==> src/rtl/sprite_pkg.sv <==
// Shared types and constants for the sprite compositor pixel stage.
// Palette, background colour and the per-pixel metadata bundle.
package sprite_pkg;

  localparam int PIX_W = 9;

  typedef logic [23:0] rgb_t;
  typedef logic [0:15][23:0] palette_t;
  typedef logic [1:0] layer_id_t;

  // Slot 0 is the transparency key; its colour never reaches the screen.
  localparam palette_t PALETTE = '{
    24'h200020, 24'h0000AA, 24'h00AA00, 24'h00AAAA,
    24'hAA0000, 24'hAA00AA, 24'hAA5500, 24'hAAAAAA,
    24'h555555, 24'h5555FF, 24'h55FF55, 24'h55FFFF,
    24'hFF5555, 24'hFF55FF, 24'hFFFF55, 24'hFFFFFF
  };

  localparam rgb_t BG_COLOR = 24'h000000;

  typedef struct packed {
    logic             valid;
    logic             hit;
    logic [PIX_W-1:0] x;
    logic [PIX_W-1:0] y;
  } pix_meta_t;

endpackage

==> src/rtl/sprite_compositor_if.sv <==
// Shared sprite-ROM read port: bank/address out, palette index back.
// master = compositor, slave = ROM.
interface sprite_compositor_if #(
  parameter int ADDR_W = 18,
  parameter int IDX_W  = 4,
  parameter int BANK_W = 2
);
  logic [BANK_W-1:0] rom_bank;
  logic [ADDR_W-1:0] rom_addr;
  logic [IDX_W-1:0]  rom_data;

  modport master (
    output rom_bank,
    output rom_addr,
    input  rom_data
  );

  modport slave (
    input  rom_bank,
    input  rom_addr,
    output rom_data
  );
endinterface

==> src/rtl/sprite_prio_enc.sv <==
// Priority encoder: lowest set bit wins, plus any-hit flag.
// Purely combinational, width set by N.
module sprite_prio_enc #(
  parameter int N     = 4,
  parameter int IDX_W = 2
) (
  input  logic [N-1:0]     hits,
  output logic [IDX_W-1:0] idx,
  output logic             any
);

  always_comb begin
    idx = '0;
    for (int i = N - 1; i >= 0; i--) begin
      if (hits[i]) idx = IDX_W'(i);
    end
  end

  assign any = |hits;

endmodule

==> src/rtl/sprite_compositor.sv <==
// Layer select, sprite-ROM read, transparency and palette to RGB.
// Optional layer-0 blinking with `define SPRITE_BLINK_EN.
module sprite_compositor
  import sprite_pkg::*;
#(
  parameter int NUM_LAYERS   = 4,
  parameter int ADDR_W       = 18,
  parameter int IDX_W        = 4,
  parameter int ROM_LAT      = 2,
  parameter int TRANSP_IDX   = 0,
  parameter int BLINK_FRAMES = 30
) (
  input  logic                         Clk,
  input  logic                         Reset,
  input  logic                         pix_valid,
  input  logic [8:0]                   PixelX,
  input  logic [8:0]                   PixelY,
  input  logic                         frame_start,
  input  logic [NUM_LAYERS-1:0]        layer_hit,
  input  logic [NUM_LAYERS*ADDR_W-1:0] layer_addr,
  sprite_compositor_if.master          rom,
  output logic                         out_valid,
  output logic [8:0]                   out_x,
  output logic [8:0]                   out_y,
  output logic [7:0]                   Red,
  output logic [7:0]                   Green,
  output logic [7:0]                   Blue
);

  localparam int BANK_W =
    (NUM_LAYERS > 1) ? $clog2(NUM_LAYERS) : 1;

  logic [NUM_LAYERS-1:0] hit_mask;
  logic [NUM_LAYERS-1:0] hits;
  logic [BANK_W-1:0]     win;
  logic                  any_hit;
  logic [BANK_W-1:0]     bank_q;
  logic [ADDR_W-1:0]     addr_q;
  pix_meta_t             s0;
  pix_meta_t             dly [ROM_LAT];
  pix_meta_t             tail;
  rgb_t                  rgb_q;

`ifdef SPRITE_BLINK_EN
  localparam int CNT_W =
    (BLINK_FRAMES > 1) ? $clog2(BLINK_FRAMES) : 1;

  logic [CNT_W-1:0] frame_cnt;
  logic             blink_on;

  always_ff @(posedge Clk) begin
    if (Reset) begin
      frame_cnt <= '0;
      blink_on  <= 1'b1;
    end else if (frame_start) begin
      if (frame_cnt == CNT_W'(BLINK_FRAMES - 1)) begin
        frame_cnt <= '0;
        blink_on  <= ~blink_on;
      end else begin
        frame_cnt <= frame_cnt + 1'b1;
      end
    end
  end

  always_comb begin
    hit_mask    = '1;
    hit_mask[0] = blink_on;
  end
`else
  logic unused_frame_start;
  assign unused_frame_start = frame_start;
  assign hit_mask = '1;
`endif

  assign hits = layer_hit & hit_mask;

  sprite_prio_enc #(
    .N     (NUM_LAYERS),
    .IDX_W (BANK_W)
  ) u_enc (
    .hits (hits),
    .idx  (win),
    .any  (any_hit)
  );

  always_ff @(posedge Clk) begin
    if (Reset) begin
      s0     <= '0;
      bank_q <= '0;
      addr_q <= '0;
    end else begin
      s0.valid <= pix_valid;
      s0.hit   <= any_hit;
      s0.x     <= PixelX;
      s0.y     <= PixelY;
      bank_q   <= any_hit ? win : '0;
      addr_q   <= any_hit ?
                  layer_addr[win*ADDR_W +: ADDR_W] : '0;
    end
  end

  assign rom.rom_bank = bank_q;
  assign rom.rom_addr = addr_q;

  // Metadata rides alongside the ROM read so it meets rom_data.
  for (genvar k = 0; k < ROM_LAT; k++) begin : g_dly
    if (k == 0) begin : g_head
      always_ff @(posedge Clk) begin
        if (Reset) dly[k] <= '0;
        else       dly[k] <= s0;
      end
    end else begin : g_body
      always_ff @(posedge Clk) begin
        if (Reset) dly[k] <= '0;
        else       dly[k] <= dly[k-1];
      end
    end
  end

  assign tail = dly[ROM_LAT-1];

  always_ff @(posedge Clk) begin
    if (Reset) begin
      out_valid <= 1'b0;
      out_x     <= '0;
      out_y     <= '0;
      rgb_q     <= '0;
    end else begin
      out_valid <= tail.valid;
      out_x     <= tail.x;
      out_y     <= tail.y;
      if (!tail.valid)
        rgb_q <= '0;
      else if (tail.hit &&
               rom.rom_data != IDX_W'(TRANSP_IDX))
        rgb_q <= PALETTE[rom.rom_data];
      else
        rgb_q <= BG_COLOR;
    end
  end

  assign {Red, Green, Blue} = rgb_q;

endmodule
==> src/flat_wrapper.sv <==
// flat-port wrapper written by rule: the top's interface ports become plain ports
module sprite_compositor_flat import sprite_pkg::*;
#(
  parameter int NUM_LAYERS   = 4,
  parameter int ADDR_W       = 18,
  parameter int IDX_W        = 4,
  parameter int ROM_LAT      = 2,
  parameter int TRANSP_IDX   = 0,
  parameter int BLINK_FRAMES = 30
)
  (Clk, Reset, pix_valid, PixelX, PixelY, frame_start, layer_hit, layer_addr, out_valid, out_x, out_y, Red, Green, Blue, rom_rom_bank, rom_rom_addr, rom_rom_data);
  sprite_compositor_if #(.ADDR_W(ADDR_W), .IDX_W(IDX_W)) rom_i ();
  input  logic Clk;
  input  logic Reset;
  input  logic pix_valid;
  input  logic [8:0] PixelX;
  input  logic [8:0] PixelY;
  input  logic frame_start;
  input  logic [NUM_LAYERS-1:0] layer_hit;
  input  logic [NUM_LAYERS*ADDR_W-1:0] layer_addr;
  output logic out_valid;
  output logic [8:0] out_x;
  output logic [8:0] out_y;
  output logic [7:0] Red;
  output logic [7:0] Green;
  output logic [7:0] Blue;
  output wire logic [$bits(rom_i.rom_bank)-1:0] rom_rom_bank;
  output wire logic [$bits(rom_i.rom_addr)-1:0] rom_rom_addr;
  input wire logic [$bits(rom_i.rom_data)-1:0] rom_rom_data;
  assign rom_rom_bank = rom_i.rom_bank;
  assign rom_rom_addr = rom_i.rom_addr;
  assign rom_i.rom_data = rom_rom_data;
  sprite_compositor #(.NUM_LAYERS(NUM_LAYERS), .ADDR_W(ADDR_W), .IDX_W(IDX_W), .ROM_LAT(ROM_LAT), .TRANSP_IDX(TRANSP_IDX), .BLINK_FRAMES(BLINK_FRAMES)) u_core (.Clk(Clk), .Reset(Reset), .pix_valid(pix_valid), .PixelX(PixelX), .PixelY(PixelY), .frame_start(frame_start), .layer_hit(layer_hit), .layer_addr(layer_addr), .rom(rom_i), .out_valid(out_valid), .out_x(out_x), .out_y(out_y), .Red(Red), .Green(Green), .Blue(Blue));
endmodule
==> config.mk <==
export PLATFORM = sky130hd
export DESIGN_NAME = sprite_compositor_flat
export DESIGN_NICKNAME = d
export VERILOG_FILES = /design/src/rtl/sprite_pkg.sv /design/src/rtl/sprite_compositor_if.sv /design/src/rtl/sprite_prio_enc.sv /design/src/rtl/sprite_compositor.sv /design/src/flat_wrapper.sv
export SDC_FILE = /design/constraint.sdc
export NUM_CORES = 1
export LEC_CHECK = 0
export ABC_AREA = 0
export ABC_CLOCK_PERIOD_IN_PS = 2100
export CORE_MARGIN = 1
export CORE_UTILIZATION = 35
export DETAILED_ROUTE_END_ITERATION = 10
export PLACE_DENSITY = 0.71
export SETUP_SLACK_MARGIN = 0.4
export SLEW_MARGIN = 20
export SYNTH_ARGS = -nofsm -noshare
export SYNTH_HDL_FRONTEND = slang
export SYNTH_SLANG_ARGS = --single-unit
==> constraint.sdc <==
create_clock -name Clk -period 2.1 [get_ports Clk]
set_clock_uncertainty 0.15 [all_clocks]
set_input_delay 0.42 -clock Clk [delete_from_list [all_inputs] [get_ports Clk]]
set_output_delay 0.42 -clock Clk [all_outputs]
set_load 0.02 [all_outputs]
==> qor.csv <==
stage;metric;value;unit
clock_network;numCtsBuffers;9;
placement;post-place-ws;-38.7;ps
finish;postLayoutCellArea;0.00512;mm²
logic_synthesis;ys_ff_latch;106;
power;powerDensity;725;mW/mm²
sta;report.final.slew_viol_count;0;
sta;relSlewSlack;59.0;%
global_route;grt_overflow;0;
detailed_routing;wl;7570;µm
placement;post-place-cells;556;
detailed_routing;drc;0;
critical_path;crit_type;flip-flop to output pin;
finish;layout.nets;543;
clock_network;ctsHoldBuffers;0;
critical_path;crit_fanout;4;
placement;placedInstanceArea;0.00495;mm²
logic_synthesis;syn_inst;295;
die;dieArea;0.00995;mm²
critical_path;arrival;1080;ps
global_route;grt_pass1_vias;2505;
power;p_leak;2.21;nW
power;ir_worst_vdd;0.423;mV
die;die_x;99.8;µm
clock_network;clk_pin_slew;100;ps
logic_synthesis;synth.net_count;397;
critical_path;cp-start-kind;flip-flop;
sta;setup_violations;0;
detailed_routing;drtAntennaViolNets;0;
placement;gp_congestion;0.876;
critical_path;cp.required;1530;ps
detailed_routing;via_count;2523;
detailed_routing;firstDrtPassIters;4;
finish;diodes;0;
logic_synthesis;synth_area_leaders;dfxtp_1 (63%), nor2b_1 (15%), a22oi_1 (8.1%);
placement;dp_hpwl;5250;µm
sta;max_freq;607;MHz
die;row_count;35;
sta;fin_ws;452;ps
sta;period_share;78.5;%
logic_synthesis;synth_top_cell_by_area;dfxtp_1;
clock_network;clock_latency;350;ps
power;p_total;3.72;mW
detailed_routing;detail_route.vias_per_cell;4.39;
finish;final_common_cell;dfxtp_1;
logic_synthesis;synth_warnings;0;
clock_network;clkSinkCount;106;
detailed_routing;routedWlPerCell;13.2;µm
critical_path;cp_top_family;flip-flops;
critical_path;crit_chain;dlygate4sd2_1;
critical_path;slowest_delay;380;ps
placement;port_buffers;163;
run;cap_violations;0;
logic_synthesis;syn-cell-area;0.00335;mm²
global_route;track_usage;15.4;%
status;status;completed;
sta;tightest_slew;615;ps
die;core_area;0.00924;mm²
finish;fin_cells;575;
finish;drive_gt1_share;7.85;%
detailed_routing;drt_iter0_markers;55;
hold_path;holdCritPathClass;input port to flip-flop;
global_route;grt_pass1_wl;11900;µm
finish;syn2layout_area_growth;53.2;%
sta;hold_viol;0;
critical_path;critPathCaptureType;output pin;
die;ioPinCount;165;
die;start_util;36.2;%
logic_synthesis;post_synth_num_cell_types;20;
clock_network;htreeDepth;3;
clock_network;clockBufferDepth;2;
sta;rsz0062_at_grt;true;
finish;final_cell_mix;dfxtp_1 (105), clkdlybuf4s50_1 (98), nor2b_1 (79);
global_route;grt_max_degree;70;
global_route;antenna_found_initial;0;
critical_path;crit_buf_inv;1;
clock_network;cts_tree;built;
critical_path;cpMaxStageDelayCell;dfxtp_1;
die;die_height;99.8;µm
logic_synthesis;ys_seq_area_share;63.4;%
sta;min_period;1650;ps
clock_network;cts-root-buf;clkbuf_8;
logic_synthesis;syn_area_per_cell;11.3;µm²
logic_synthesis;synth_top_area_share;63.4;%
[cell usage after synthesis]
master / number
buf_2: 4
o21a_1: 1
nor3_1: 1
nor3b_1: 1
and2_1: 1
a22oi_1: 36
nor2b_1: 80
buf_8: 1
nor2_1: 3
dfxtp_1: 106
o22ai_1: 18
buf_4: 17
inv_1: 2
or4_4: 1
a21oi_1: 1
buf_6: 2
o311a_1: 1
and3_1: 5
buf_1: 2
clkbuf_1: 12
[layout make-up]
class,instances,area [µm²]
Sequential cell,106,2120
Clock buffer,10,128
Fill cell,830,4120
Inverter,2,7.51
Timing Repair Buffer,170,1620
Tap cell,129,161
Clock inverter,6,61.3
Multi-Input combinational cell,152,1020
[path summary, 6_finish.rpt]
check                          from               end  cells past startpoint  slack, ps
setup reg to reg  u_core.dly[1][19]  u_core.rgb_q[15]                      3        840
hold reg to reg    u_core.dly[1][1]   u_core.out_y[1]                      1        290
setup / recovery   u_core.rgb_q[14]          Green[4]                      1        450
hold / removal                Reset  u_core.out_valid                      2        230
[per-stage QoR]
| step | hold slack [ps] | TNS, ps | utilization [%] |
|---|---|---|---|
| floorplan | 264 | 0 | - |
| finish | 235 | 0 | 55.5 |
| detailed placement | 272 | -397 | 53.6 |
| CTS | 200 | 0 | 55.1 |
| global placement | 266 | -5870 | 53.6 |
| global route | 221 | 0 | 55.5 |
[state kept, by name (all words and copies together), names as in the netlist]
register,count
u_core.dly,40
u_core.out_valid,1
u_core.out_x,9
u_core.out_y,9
u_core.rgb_q,7
u_core.rom.rom_addr,18
u_core.rom.rom_bank,2
u_core.s0,20
[where the power goes]
part           switching [mW]  internal, mW
clock                   0.705         0.461
sequential             0.0152          2.09
combinational           0.179         0.269
total                   0.900          2.82
[cell families after synthesis]
| family | after synthesis | share of synthesized area, % |
|---|---|---|
| simple gates | 92 | 17.1 |
| flops | 106 | 63.4 |
| buf+inv | 40 | 7.33 |
| compound gates | 57 | 12.1 |
[per-layer routing]
layer,share of wire (%),global-route usage [%],wire (µm),vias to the layer above
met5,0,0,0,-
met4,2.8,6.90,210,0
met3,8.8,5.15,667,16
met2,47,26.9,3540,124
met1,42,16.9,3150,1109
li1,-,-,-,1274
[repair_timing]
action	in CTS	in global routing
setup endpoints to repair	81	24
buffers inserted	0	0
cloned	1	2
pin swaps	0	2
resized for setup	77	7
Note: power is estimated with default switching activity, not from simulation.
